<file path="config.mk">
export PLATFORM = sky130hd
export DESIGN_NAME = encoder_rx_decoder
export DESIGN_NICKNAME = d
export VERILOG_FILES = /design/src/rtl/encoder_rx_decoder.sv
export SDC_FILE = /design/constraint.sdc
export NUM_CORES = 1
export LEC_CHECK = 0
export ABC_AREA = 1
export CORE_MARGIN = 2
export CORE_UTILIZATION = 50
export CTS_CLUSTER_DIAMETER = 80
export CTS_CLUSTER_SIZE = 14
export DETAILED_ROUTE_END_ITERATION = 6
export PLACE_DENSITY = 0.76
export SLEW_MARGIN = 20
export SYNTH_ARGS = -nofsm -noshare
export SYNTH_HDL_FRONTEND = slang
export SYNTH_SLANG_ARGS = --single-unit
</file>
<file path="constraint.sdc">
create_clock -name clock -period 3.35 [get_ports clock]
set_input_delay 0.67 -clock clock [delete_from_list [all_inputs] [get_ports clock]]
set_output_delay 0.67 -clock clock [all_outputs]
set_load 0.02 [all_outputs]
</file>
<file path="src/rtl/encoder_rx_decoder.sv">
// rtl/encoder_rx_decoder.sv - PAM5 receive decoder: SSD/ESD framing to byte stream, fixed 2-cycle latency
module encoder_rx_decoder (
  input  logic        clock,
  input  logic        reset,
  input  logic [2:0]  io_A,
  input  logic [2:0]  io_B,
  input  logic [2:0]  io_C,
  input  logic [2:0]  io_D,
  input  logic        io_loc_rcvr_status,
  output logic        io_rx_dv,
  output logic        io_rx_er,
  output logic [7:0]  io_rx_data,
  output logic        io_frame_end,
  output logic [1:0]  io_ext,
  output logic [15:0] io_frame_count,
  output logic [15:0] io_err_count
);

  typedef enum logic [1:0] {IDLE, SSD_WAIT, DATA, ESD_WAIT} state_t;

  localparam logic [2:0] SYM_P2 = 3'b010;
  localparam logic [2:0] SYM_M2 = 3'b110;

  state_t      state, state_n;
  logic [11:0] q_quartet;
  logic        q_ok;

  // s1 holds the decoded result of the previous quartet; the output register is the second stage
  logic        s1_dv, s1_er, s1_dv_n, s1_er_n;
  logic [7:0]  s1_data, s1_data_n;
  logic        out_dv_n, out_er_n, out_fe_n;
  logic [7:0]  out_data_n;
  logic [1:0]  out_ext_n;

  logic        frame_err, frame_err_n;
  logic        frame_inc, err_inc;
  logic [15:0] frame_cnt, err_cnt;

  logic [2:0]  dec_a, dec_b, dec_c, dec_d;
  logic        d_ok, all_p2, esd2;
  logic [7:0]  d_byte;
  logic [1:0]  esd_ext;

  // {valid, bits}: 0->00, +1->01, -1->10, +2->11; -2 and invalid codes are not data
  function automatic logic [2:0] sym_decode(input logic [2:0] s);
    case (s)
      3'b000:  sym_decode = 3'b100;
      3'b001:  sym_decode = 3'b101;
      3'b111:  sym_decode = 3'b110;
      3'b010:  sym_decode = 3'b111;
      default: sym_decode = 3'b000;
    endcase
  endfunction

  always_comb begin
    dec_a  = sym_decode(q_quartet[11:9]);
    dec_b  = sym_decode(q_quartet[8:6]);
    dec_c  = sym_decode(q_quartet[5:3]);
    dec_d  = sym_decode(q_quartet[2:0]);
    d_ok   = dec_a[2] & dec_b[2] & dec_c[2] & dec_d[2];
    d_byte = {dec_a[1:0], dec_b[1:0], dec_c[1:0], dec_d[1:0]};
    all_p2 = (q_quartet == {SYM_P2, SYM_P2, SYM_P2, SYM_P2});
  end

  always_comb begin
    esd2    = 1'b1;
    esd_ext = 2'd0;
    case (q_quartet)
      {SYM_P2, SYM_P2, SYM_P2, SYM_M2}: esd_ext = 2'd0;
      {SYM_P2, SYM_P2, SYM_M2, SYM_P2}: esd_ext = 2'd1;
      {SYM_P2, SYM_M2, SYM_P2, SYM_P2}: esd_ext = 2'd2;
      {SYM_M2, SYM_P2, SYM_P2, SYM_P2}: esd_ext = 2'd3;
      default:                          esd2    = 1'b0;
    endcase
  end

  always_comb begin
    state_n     = state;
    s1_dv_n     = 1'b0;
    s1_er_n     = 1'b0;
    s1_data_n   = 8'h00;
    out_dv_n    = s1_dv;
    out_er_n    = s1_er;
    out_data_n  = s1_data;
    out_fe_n    = 1'b0;
    out_ext_n   = 2'd0;
    frame_err_n = frame_err;
    frame_inc   = 1'b0;
    err_inc     = 1'b0;

    if (!q_ok) begin
      // abort: flush both stages; a frame in progress gets a single error marker
      state_n     = IDLE;
      out_dv_n    = 1'b0;
      out_er_n    = 1'b0;
      out_data_n  = 8'h00;
      frame_err_n = 1'b0;
      if (state == DATA || state == ESD_WAIT) begin
        out_er_n = 1'b1;
        err_inc  = 1'b1;
      end
    end else begin
      case (state)
        IDLE: begin
          frame_err_n = 1'b0;
          if (all_p2) state_n = SSD_WAIT;
        end
        SSD_WAIT: begin
          if (esd2 && esd_ext == 2'd0) state_n = DATA;
          else if (!all_p2)            state_n = IDLE;
        end
        DATA: begin
          if (all_p2) begin
            state_n = ESD_WAIT;
          end else if (d_ok) begin
            s1_dv_n   = 1'b1;
            s1_data_n = d_byte;
          end else begin
            s1_dv_n     = 1'b1;
            s1_er_n     = 1'b1;
            frame_err_n = 1'b1;
          end
        end
        ESD_WAIT: begin
          if (esd2) begin
            state_n     = IDLE;
            out_dv_n    = 1'b0;
            out_er_n    = 1'b0;
            out_data_n  = 8'h00;
            out_fe_n    = 1'b1;
            out_ext_n   = esd_ext;
            frame_inc   = (esd_ext != 2'd3);
            err_inc     = (esd_ext == 2'd3) || frame_err;
            frame_err_n = 1'b0;
          end else begin
            // the held all-+2 quartet turned out to be data
            out_dv_n   = 1'b1;
            out_er_n   = 1'b0;
            out_data_n = 8'hFF;
            if (!all_p2) begin
              state_n = DATA;
              s1_dv_n = 1'b1;
              if (d_ok) begin
                s1_data_n = d_byte;
              end else begin
                s1_er_n     = 1'b1;
                frame_err_n = 1'b1;
              end
            end
          end
        end
        default: state_n = IDLE;
      endcase
    end
  end

  always_ff @(posedge clock or negedge reset) begin
    if (!reset) begin
      state        <= IDLE;
      q_quartet    <= 12'h000;
      q_ok         <= 1'b0;
      s1_dv        <= 1'b0;
      s1_er        <= 1'b0;
      s1_data      <= 8'h00;
      io_rx_dv     <= 1'b0;
      io_rx_er     <= 1'b0;
      io_rx_data   <= 8'h00;
      io_frame_end <= 1'b0;
      io_ext       <= 2'd0;
      frame_err    <= 1'b0;
      frame_cnt    <= 16'd0;
      err_cnt      <= 16'd0;
    end else begin
      state        <= state_n;
      q_quartet    <= {io_A, io_B, io_C, io_D};
      q_ok         <= io_loc_rcvr_status;
      s1_dv        <= s1_dv_n;
      s1_er        <= s1_er_n;
      s1_data      <= s1_data_n;
      io_rx_dv     <= out_dv_n;
      io_rx_er     <= out_er_n;
      io_rx_data   <= out_data_n;
      io_frame_end <= out_fe_n;
      io_ext       <= out_ext_n;
      frame_err    <= frame_err_n;
      if (frame_inc) frame_cnt <= frame_cnt + 16'd1;
      if (err_inc)   err_cnt   <= err_cnt + 16'd1;
    end
  end

  assign io_frame_count = frame_cnt;
  assign io_err_count   = err_cnt;

endmodule

</file>
==> results of run 1 <==
==> sequential cells by signal, indices dropped and copies added (netlist names) <==
name            cells
io_err_count       16
io_frame_count     16
q_quartet          12
io_rx_data          8
s1_data             8
io_ext              2
state               2
frame_err           1
io_frame_end        1
io_rx_dv            1
io_rx_er            1
q_ok                1
s1_dv               1
s1_er               1
==> area by class of cell <==
type,instances,share of cell area
well taps,99,0.0274
clock inverters,5,0.0124
inverters,44,0.0365
flip-flops and latches,71,0.393
multi-input cells,317,0.363
repair buffers,62,0.134
clock buffers,11,0.0335
==> cell usage in the layout (no fill, tap or decap), types with 10 or more instances in the layout <==
cell,synthesis,layout
nand2_1,120,120
dfrtp_1,71,71
nor2_1,59,59
clkdlybuf4s50_1,0,58
nand3_1,44,44
inv_1,42,42
nand4_1,14,14
nor3_1,11,11
xor2_1,11,11
clkbuf_8,0,11
xnor2_1,10,10
==> worst max path at each step <==
stage / start / endpoint / slack [ns] / depth (start not counted)
final: state[0] / io_frame_count[5] / 1.10 / 8
after global routing: state[0] / io_frame_count[5] / 0.87 / 8
after CTS: state[0] / io_frame_count[5] / 1.13 / 8
after detailed placement: state[0] / io_frame_count[5] / 1.17 / 8
after global placement: state[0] / io_frame_count[5] / 1.28 / 8
after floorplan: state[0] / io_err_count[10] / 1.76 / 6
==> cells by family (layout without fill, tap and decap cells) <==
kind of cell | Yosys count | in the layout
AOI/OAI and AO/OA | 21 | 21
xor gates and xnor gates | 22 | 22
adders and majority gates | 6 | 6
buffers and inverters | 52 | 122
DFF | 71 | 71
and+or+nand+nor | 268 | 268
==> synthesized netlist by cell type, types with 3 or more instances <==
library cell / instances
nand2_2: 4
nand4_1: 14
ha_1: 6
dfrtp_1: 71
o21ai_0: 7
nand2_1: 120
xnor2_1: 10
nor3_1: 11
nand3_2: 3
buf_2: 3
inv_1: 42
nand3b_1: 3
nand3_1: 44
xor2_1: 11
a21oi_1: 4
nor2_1: 59
nor2_2: 4
==> power by group <==
part / switching, mW / internal (mW) / total [mW]
Combinational: 0.0551 / 0.0353 / 0.0904
Sequential: 0.0168 / 0.869 / 0.886
Clock: 0.319 / 0.383 / 0.702
Total: 0.391 / 1.29 / 1.68
==> stage by stage <==
stage               setup WS (ns)  total power [mW]
floorplan                    1.76             0.945
global placement             1.28             0.987
detailed placement           1.17             0.993
CTS                          1.13              1.69
global route                0.874              1.75
finish                       1.10              1.68
==> critical path, cell delays in order (launching register included) <==
cell,delay [ns]
dfrtp_1,0.40
ha_1,0.72
nand2_1,0.16
inv_1,0.17
nand2_2,0.11
nor2_4,0.28
nand2_1,0.13
nor2_1,0.12
nor2_1,0.05
==> per-layer routing <==
layer / routed length [um] / vias to the layer above / share of wire / GRT usage
met2: 3780 / 88 / 0.50 / 0.356
met5: 0 / - / 0 / 0
met1: 3270 / 1479 / 0.43 / 0.263
met4: 179 / 0 / 0.024 / 0.0936
met3: 338 / 17 / 0.045 / 0.0351
li1: - / 1540 / - / -
==> flow_summary.yaml, run 1 <==
grt:
  grt_pass1_wl_um: 12900
  overflow: 0
  track_usage: 0.209
  grt_pass1_vias: 2956
  antenna_found_initial: 0
  grt_start_max_net_pins: 30
layout:
  postLayoutCoreUtil: 0.634
  final_cell_count_no_fill: 609
  syn_to_final_growth_pct: 24.5
  multi_input_area_um2: 1640
  drive_above_1_share: 0.0863
  regArea_um2: 1780
  fin_area_um2: 4530
  antenna_cells: 0
  fillers: 642
  nNetsFinal: 526
pwr:
  peakVddDrop_mv: 0.250
  leakage_nw: 2.14
  power_density_nw_per_um2: 371
synthesis:
  synth_cell_types: 33
  syn_inst: 440
  synth_xor_area_frac: 0.0551
  synth-main-ff-cell: "dfrtp_1"
  ys_ff_latch: 71
  synth_top_family_by_area: "simple AND/OR/NAND/NOR gates"
  synthAdderAreaFrac: 0.0207
  synth_simple_gate_area_share: 0.334
  synth_top_area_frac: 0.489
  synth_area_leaders: "dfrtp_1, nand2_1, nor2_1"
  synth-seq-area-share: 0.489
  syn_area_um2: 3630
  syn_nets: 461
  synth_compound_area_frac: 0.0430
  synth_area_leader_cell: "dfrtp_1"
  async_reset_ff_frac: 1.00
  synth_mux_area_frac: 0
  synth_edf_count: 0
  synth_area_per_cell_um2: 8.26
  ys_warn_count: 0
clock_network:
  insertion_delay_ns: 0.34
  root_buffer: "clkbuf_8"
  cts_tree: "built"
  hold_buffers: 0
  clock_path_buffers: 2
  clk_pin_slew_ns: 0.08
  cts_setup_buffers: 0
  h-tree-depth: 3
  cts_buffers: 9
  clock-sinks: 71
  cts_resized: 0
sta:
  tightest_slew_ns: 0.826
  rsz0062_at_grt: "no"
  fin_skew_ns: 0.00980
  period_needed_ns: 2.25
  holdWs_ns: 0.318
  timing.fmax_mhz: 445
  fin_crit_sh: 0.670
  slew_violations: 0
  timing.setup.tns_ns: 0
  setup_violations: 0
  slew_headroom: 0.449
  hold_viol: 0
drt:
  routed_via_density: 5.13
  routedWlPerCell_um: 12.4
  ant_nets: 0
  routed_wl_um: 7570
  vias: 3124
  drc_errors: 0
  first_pass_iters: 5
  drt_iter0_markers: 184
critical_path:
  crit_type: "flop to flop"
  rrSetupSlack_ns: 1.10
  end_kind: "flop"
  arrival_ns: 2.49
  start_kind: "flop"
  crit_fanout: 22
  rr_worst_depth: 8
  reg2reg_to: "io_frame_count[5]"
  worstPathRequired_ns: 3.59
  r2r_start: "state[0]"
placed_design:
  dp_hpwl_um: 5640
  port_buffers: 59
  gp_congestion: 0.880
  place_inst: 593
  dpl_cell_area_um2: 4320
floorplan:
  dieHeight_um: 89.3
  initial_core_util: 0.509
  core_area_um2: 7140
  rows: 31
  dieArea_um2: 7970
  die_w_um: 89.3
  io_pins: 60
job:
  drv_cap: 0
run_status:
  status: "completed"
min_path:
  hold_path_class: "primary input to asynchronous set/reset pin"
Power figures use the tool's default switching activity.
==> run 2, diff against run 1 <==
==> constraint.sdc (replaced) <==
create_clock -name clock -period 2.1 [get_ports clock]
set_input_delay 0.42 -clock clock [delete_from_list [all_inputs] [get_ports clock]]
set_output_delay 0.42 -clock clock [all_outputs]
set_load 0.02 [all_outputs]
==> flow_summary.yaml, run 2 (same netlist as run 1, synthesis figures left out) <==
clock_network:
  hold_buffers: 1
  cts_buffers: 9
  clk_pin_slew_ns: 0.08
  cts_tree: "built"
  root_buffer: "clkbuf_8"
  clock_path_buffers: 2
  cts_setup_buffers: 0
  clock-sinks: 71
  cts_resized: 0
  insertion_delay_ns: 0.34
  h-tree-depth: 3
floorplan:
  io_pins: 60
  core_area_um2: 7140
  dieArea_um2: 7970
  initial_core_util: 0.509
  dieHeight_um: 89.3
  die_w_um: 89.3
  rows: 31
placed_design:
  dp_hpwl_um: 5630
  gp_congestion: 0.885
  port_buffers: 59
layout:
  antenna_cells: 0
  syn_to_final_growth_pct: 25.0
  drive_above_1_share: 0.0932
  mostFrequentLayoutCells: "nand2_1, dfrtp_1, nor2_1"
  final_common_cell: "nand2_1"
  postLayoutCoreUtil: 0.637
  fillers: 621
  regArea_um2: 1780
  multi_input_area_um2: 1640
  nNetsFinal: 531
critical_path:
  critPathBufInv: 1
  crit_slowest_cell: "clkdlybuf4s50_1"
  arrival_ns: 1.47
  worstPathRequired_ns: 1.68
  path_delay_family: "buffers and inverters"
  cpPeakStageDelay_ns: 0.65
  start_kind: "flop"
  end_kind: "primary output"
  cp_cell_sequence: "clkdlybuf4s50_1"
  crit_fanout: 6
  crit_type: "flop to primary output"
drt:
  ant_nets: 0
  routedWlPerCell_um: 12.0
  first_pass_iters: 4
  drc_errors: 0
  drt_iter0_markers: 142
  vias: 3062
  routed_wl_um: 7340
  routed_via_density: 4.99
job:
  drv_cap: 0
sta:
  hold_viol: 0
  period_needed_ns: 1.89
  fin_crit_sh: 0.901
  timing.setup.tns_ns: 0
  holdWs_ns: 0.476
  slew_violations: 0
  slew_headroom: 0.715
  tightest_slew_ns: 0.424
  fin_skew_ns: 0.00877
  setup_violations: 0
  timing.fmax_mhz: 528
  rsz0062_at_grt: "no"
grt:
  track_usage: 0.201
  grt_pass1_vias: 2846
  grt_start_max_net_pins: 31
  overflow: 0
  grt_pass1_wl_um: 12400
  antenna_found_initial: 0
pwr:
  leakage_nw: 2.15
  power_density_nw_per_um2: 556
  peakVddDrop_mv: 0.396
run_status:
  status: "completed"
min_path:
  hold_path_class: "flop to flop"
run 2: cell count changes in the layout (fill, tap and decap cells not counted), sizes merged:
cell | before | now
buf | 4 | 8
bufinv | 1 | 0
clkbuf | 11 | 10
clkinv | 3 | 5
dlygate4sd3 | 0 | 1
run 2: worst paths after layout:
check	start	end	slack, ns	depth (start not counted)
max reg2reg	q_quartet[0]	io_frame_count[5]	0.33	10
max in group asynchronous	reset	state[0]	0.89	3
min in group asynchronous	reset	io_err_count[4]	0.52	2
max	io_err_count[10]	io_err_count[10]	0.21	1
min	s1_dv	io_rx_dv	0.48	2
min reg2reg	s1_dv	io_rx_dv	0.48	2
run 2: worst min-delay path, cell delays in order, from the launching register on:
cell and delay, ns:
dfrtp_1 0.32, nor2_1 0.04, nor2_1 0.08
run 2: per-stage QoR:
step	area (um^2)	total power, mW	setup WS [ns]	std cells
after detailed placement	4360	1.59	0.324	597
after CTS	4540	2.56	0.194	614
after global placement	4360	1.58	0.401	597
final	4540	2.53	0.207	614
after global routing	4540	2.64	0.137	614
after floorplan	3630	1.51	0.507	440
run 2: per-layer routing:
| metal | up-vias | routed length (um) | global-route usage |
|---|---|---|---|
| met2 | 66 | 3660 | 0.343 |
| li1 | 1546 | - | - |
| met5 | - | 0 | 0 |
| met3 | 11 | 292 | 0.0397 |
| met4 | 0 | 104 | 0.0773 |
| met1 | 1439 | 3280 | 0.252 |
run 2: cell type report:
class / count / area share
Clock buffer: 10 / 0.0303
Clock inverter: 6 / 0.00798
Inverter: 44 / 0.0363
Multi-Input combinational cell: 317 / 0.362
Sequential cell: 71 / 0.391
Tap cell: 99 / 0.0273
Timing Repair Buffer: 67 / 0.145
run 2: power by group:
group          total [mW]  internal (mW)  switching, mW
sequential           1.41           1.39         0.0230
combinational       0.152         0.0615         0.0905
clock               0.964          0.454          0.510
total                2.53           1.90          0.624
==> run 3, diff against run 2 <==
--- a/config.mk
+++ b/config.mk
@@ -7,11 +7,12 @@
 export LEC_CHECK = 0
 export ABC_AREA = 1
 export CORE_MARGIN = 2
-export CORE_UTILIZATION = 50
+export CORE_UTILIZATION = 53
 export CTS_CLUSTER_DIAMETER = 80
 export CTS_CLUSTER_SIZE = 14
 export DETAILED_ROUTE_END_ITERATION = 6
-export PLACE_DENSITY = 0.76
+export GPL_TIMING_DRIVEN = 0
+export PLACE_DENSITY = 0.79
 export SLEW_MARGIN = 20
 export SYNTH_ARGS = -nofsm -noshare
 export SYNTH_HDL_FRONTEND = slang
==> flow_summary.yaml, run 3 (same netlist as run 1, synthesis figures left out) <==
layout:
  final_cell_count_no_fill: 596
  antenna_cells: 0
  multi_input_area_um2: 1650
  syn_to_final_growth_pct: 26.1
  drive_above_1_share: 0.0911
  mostFrequentLayoutCells: "nand2_1, dfrtp_1, nor2_1"
  regArea_um2: 1780
  final_common_cell: "nand2_1"
  nNetsFinal: 532
  fillers: 559
sta:
  fin_skew_ns: 0.00956
  holdWs_ns: 0.0329
  rsz0062_at_grt: "no"
  tightest_slew_ns: 0.469
  slew_headroom: 0.688
  setup_violations: 0
  slew_violations: 0
  period_needed_ns: 1.88
  hold_viol: 0
  fin_crit_sh: 0.896
  timing.fmax_mhz: 532
  timing.setup.tns_ns: 0
  setup_ws_ns: 0.219
drt:
  drc_errors: 0
  routed_via_density: 5.27
  routed_wl_um: 7600
  routedWlPerCell_um: 12.8
  first_pass_iters: 4
  drt_iter0_markers: 206
  vias: 3138
  ant_nets: 0
clock_network:
  hold_buffers: 0
  cts_setup_buffers: 0
  clock-sinks: 71
  cts_resized: 0
  h-tree-depth: 3
  cts_buffers: 9
  cts_tree: "built"
  insertion_delay_ns: 0.34
  root_buffer: "clkbuf_8"
  clock_path_buffers: 2
  clk_pin_slew_ns: 0.08
critical_path:
  crit_fanout: 6
  arrival_ns: 1.46
  crit_slowest_cell: "clkdlybuf4s50_1"
  end_kind: "primary output"
  cpPeakStageDelay_ns: 0.65
  start_kind: "flop"
  crit_type: "flop to primary output"
  path_delay_family: "buffers and inverters"
  worstPathRequired_ns: 1.68
  cp_cell_sequence: "clkdlybuf4s50_1"
  critPathBufInv: 1
grt:
  track_usage: 0.231
  overflow: 0
  grt_start_max_net_pins: 39
  grt_pass1_vias: 3029
  grt_pass1_wl_um: 13700
  antenna_found_initial: 0
floorplan:
  die_w_um: 86.8
  dieHeight_um: 86.8
  initial_core_util: 0.541
  rows: 30
  io_pins: 60
  dieArea_um2: 7540
  core_area_um2: 6720
placed_design:
  gp_congestion: 0.903
  place_inst: 580
  post-place-ws_ns: 0.178
  port_buffers: 59
  dp_hpwl_um: 5740
pwr:
  leakage_nw: 2.18
  peakVddDrop_mv: 0.388
  power_density_nw_per_um2: 621
job:
  drv_cap: 0
run_status:
  status: "completed"
min_path:
  hold_path_class: "primary input to asynchronous set/reset pin"
## run 3: worst paths after layout
kind,slack [ns],endpoint,startpoint,cells past startpoint
setup reg to reg,0.23,io_rx_data[7],state[0],5
hold reg to reg,0.47,io_rx_er,s1_er,2
setup / recovery,0.22,io_err_count[3],io_err_count[3],1
min in group clock,0.47,io_rx_er,s1_er,2
hold / removal,0.03,io_err_count[3],reset,1
max in group asynchronous,1.52,io_frame_count[10],reset,2
## run 3: stage by stage
step,utilization,power (mW),cell area (um^2)
2_1_floorplan,-,1.51,3630
3_3_place_gp,0.644,1.57,4330
3_5_place_dp,0.646,1.58,4340
4_1_cts,0.682,2.88,4580
5_1_grt,0.682,2.99,4580
6_report,0.682,2.85,4580
## run 3: area by class of cell
class,count,share of cell area
well taps,80,0.0218
plain buffers,8,0.0106
repair buffers,60,0.133
clock buffers,10,0.0278
flip-flops and latches,71,0.388
clock inverters,6,0.0238
inverters,44,0.0360
multi-input cells,317,0.360
## run 3: where the power goes
group	internal (mW)	switching, mW	total, mW
logic	0.0587	0.0897	0.148
registers	1.39	0.0225	1.41
clock network	0.788	0.502	1.29
## run 3: metal layers
layer / global-route usage / share of wire / vias up / routed length, um
li1: - / - / 1550 / -
met1: 0.292 / 0.44 / 1487 / 3330
met2: 0.389 / 0.50 / 87 / 3810
met3: 0.0495 / 0.042 / 14 / 320
met4: 0.0866 / 0.018 / 0 / 140
met5: 0 / 0 / - / 0
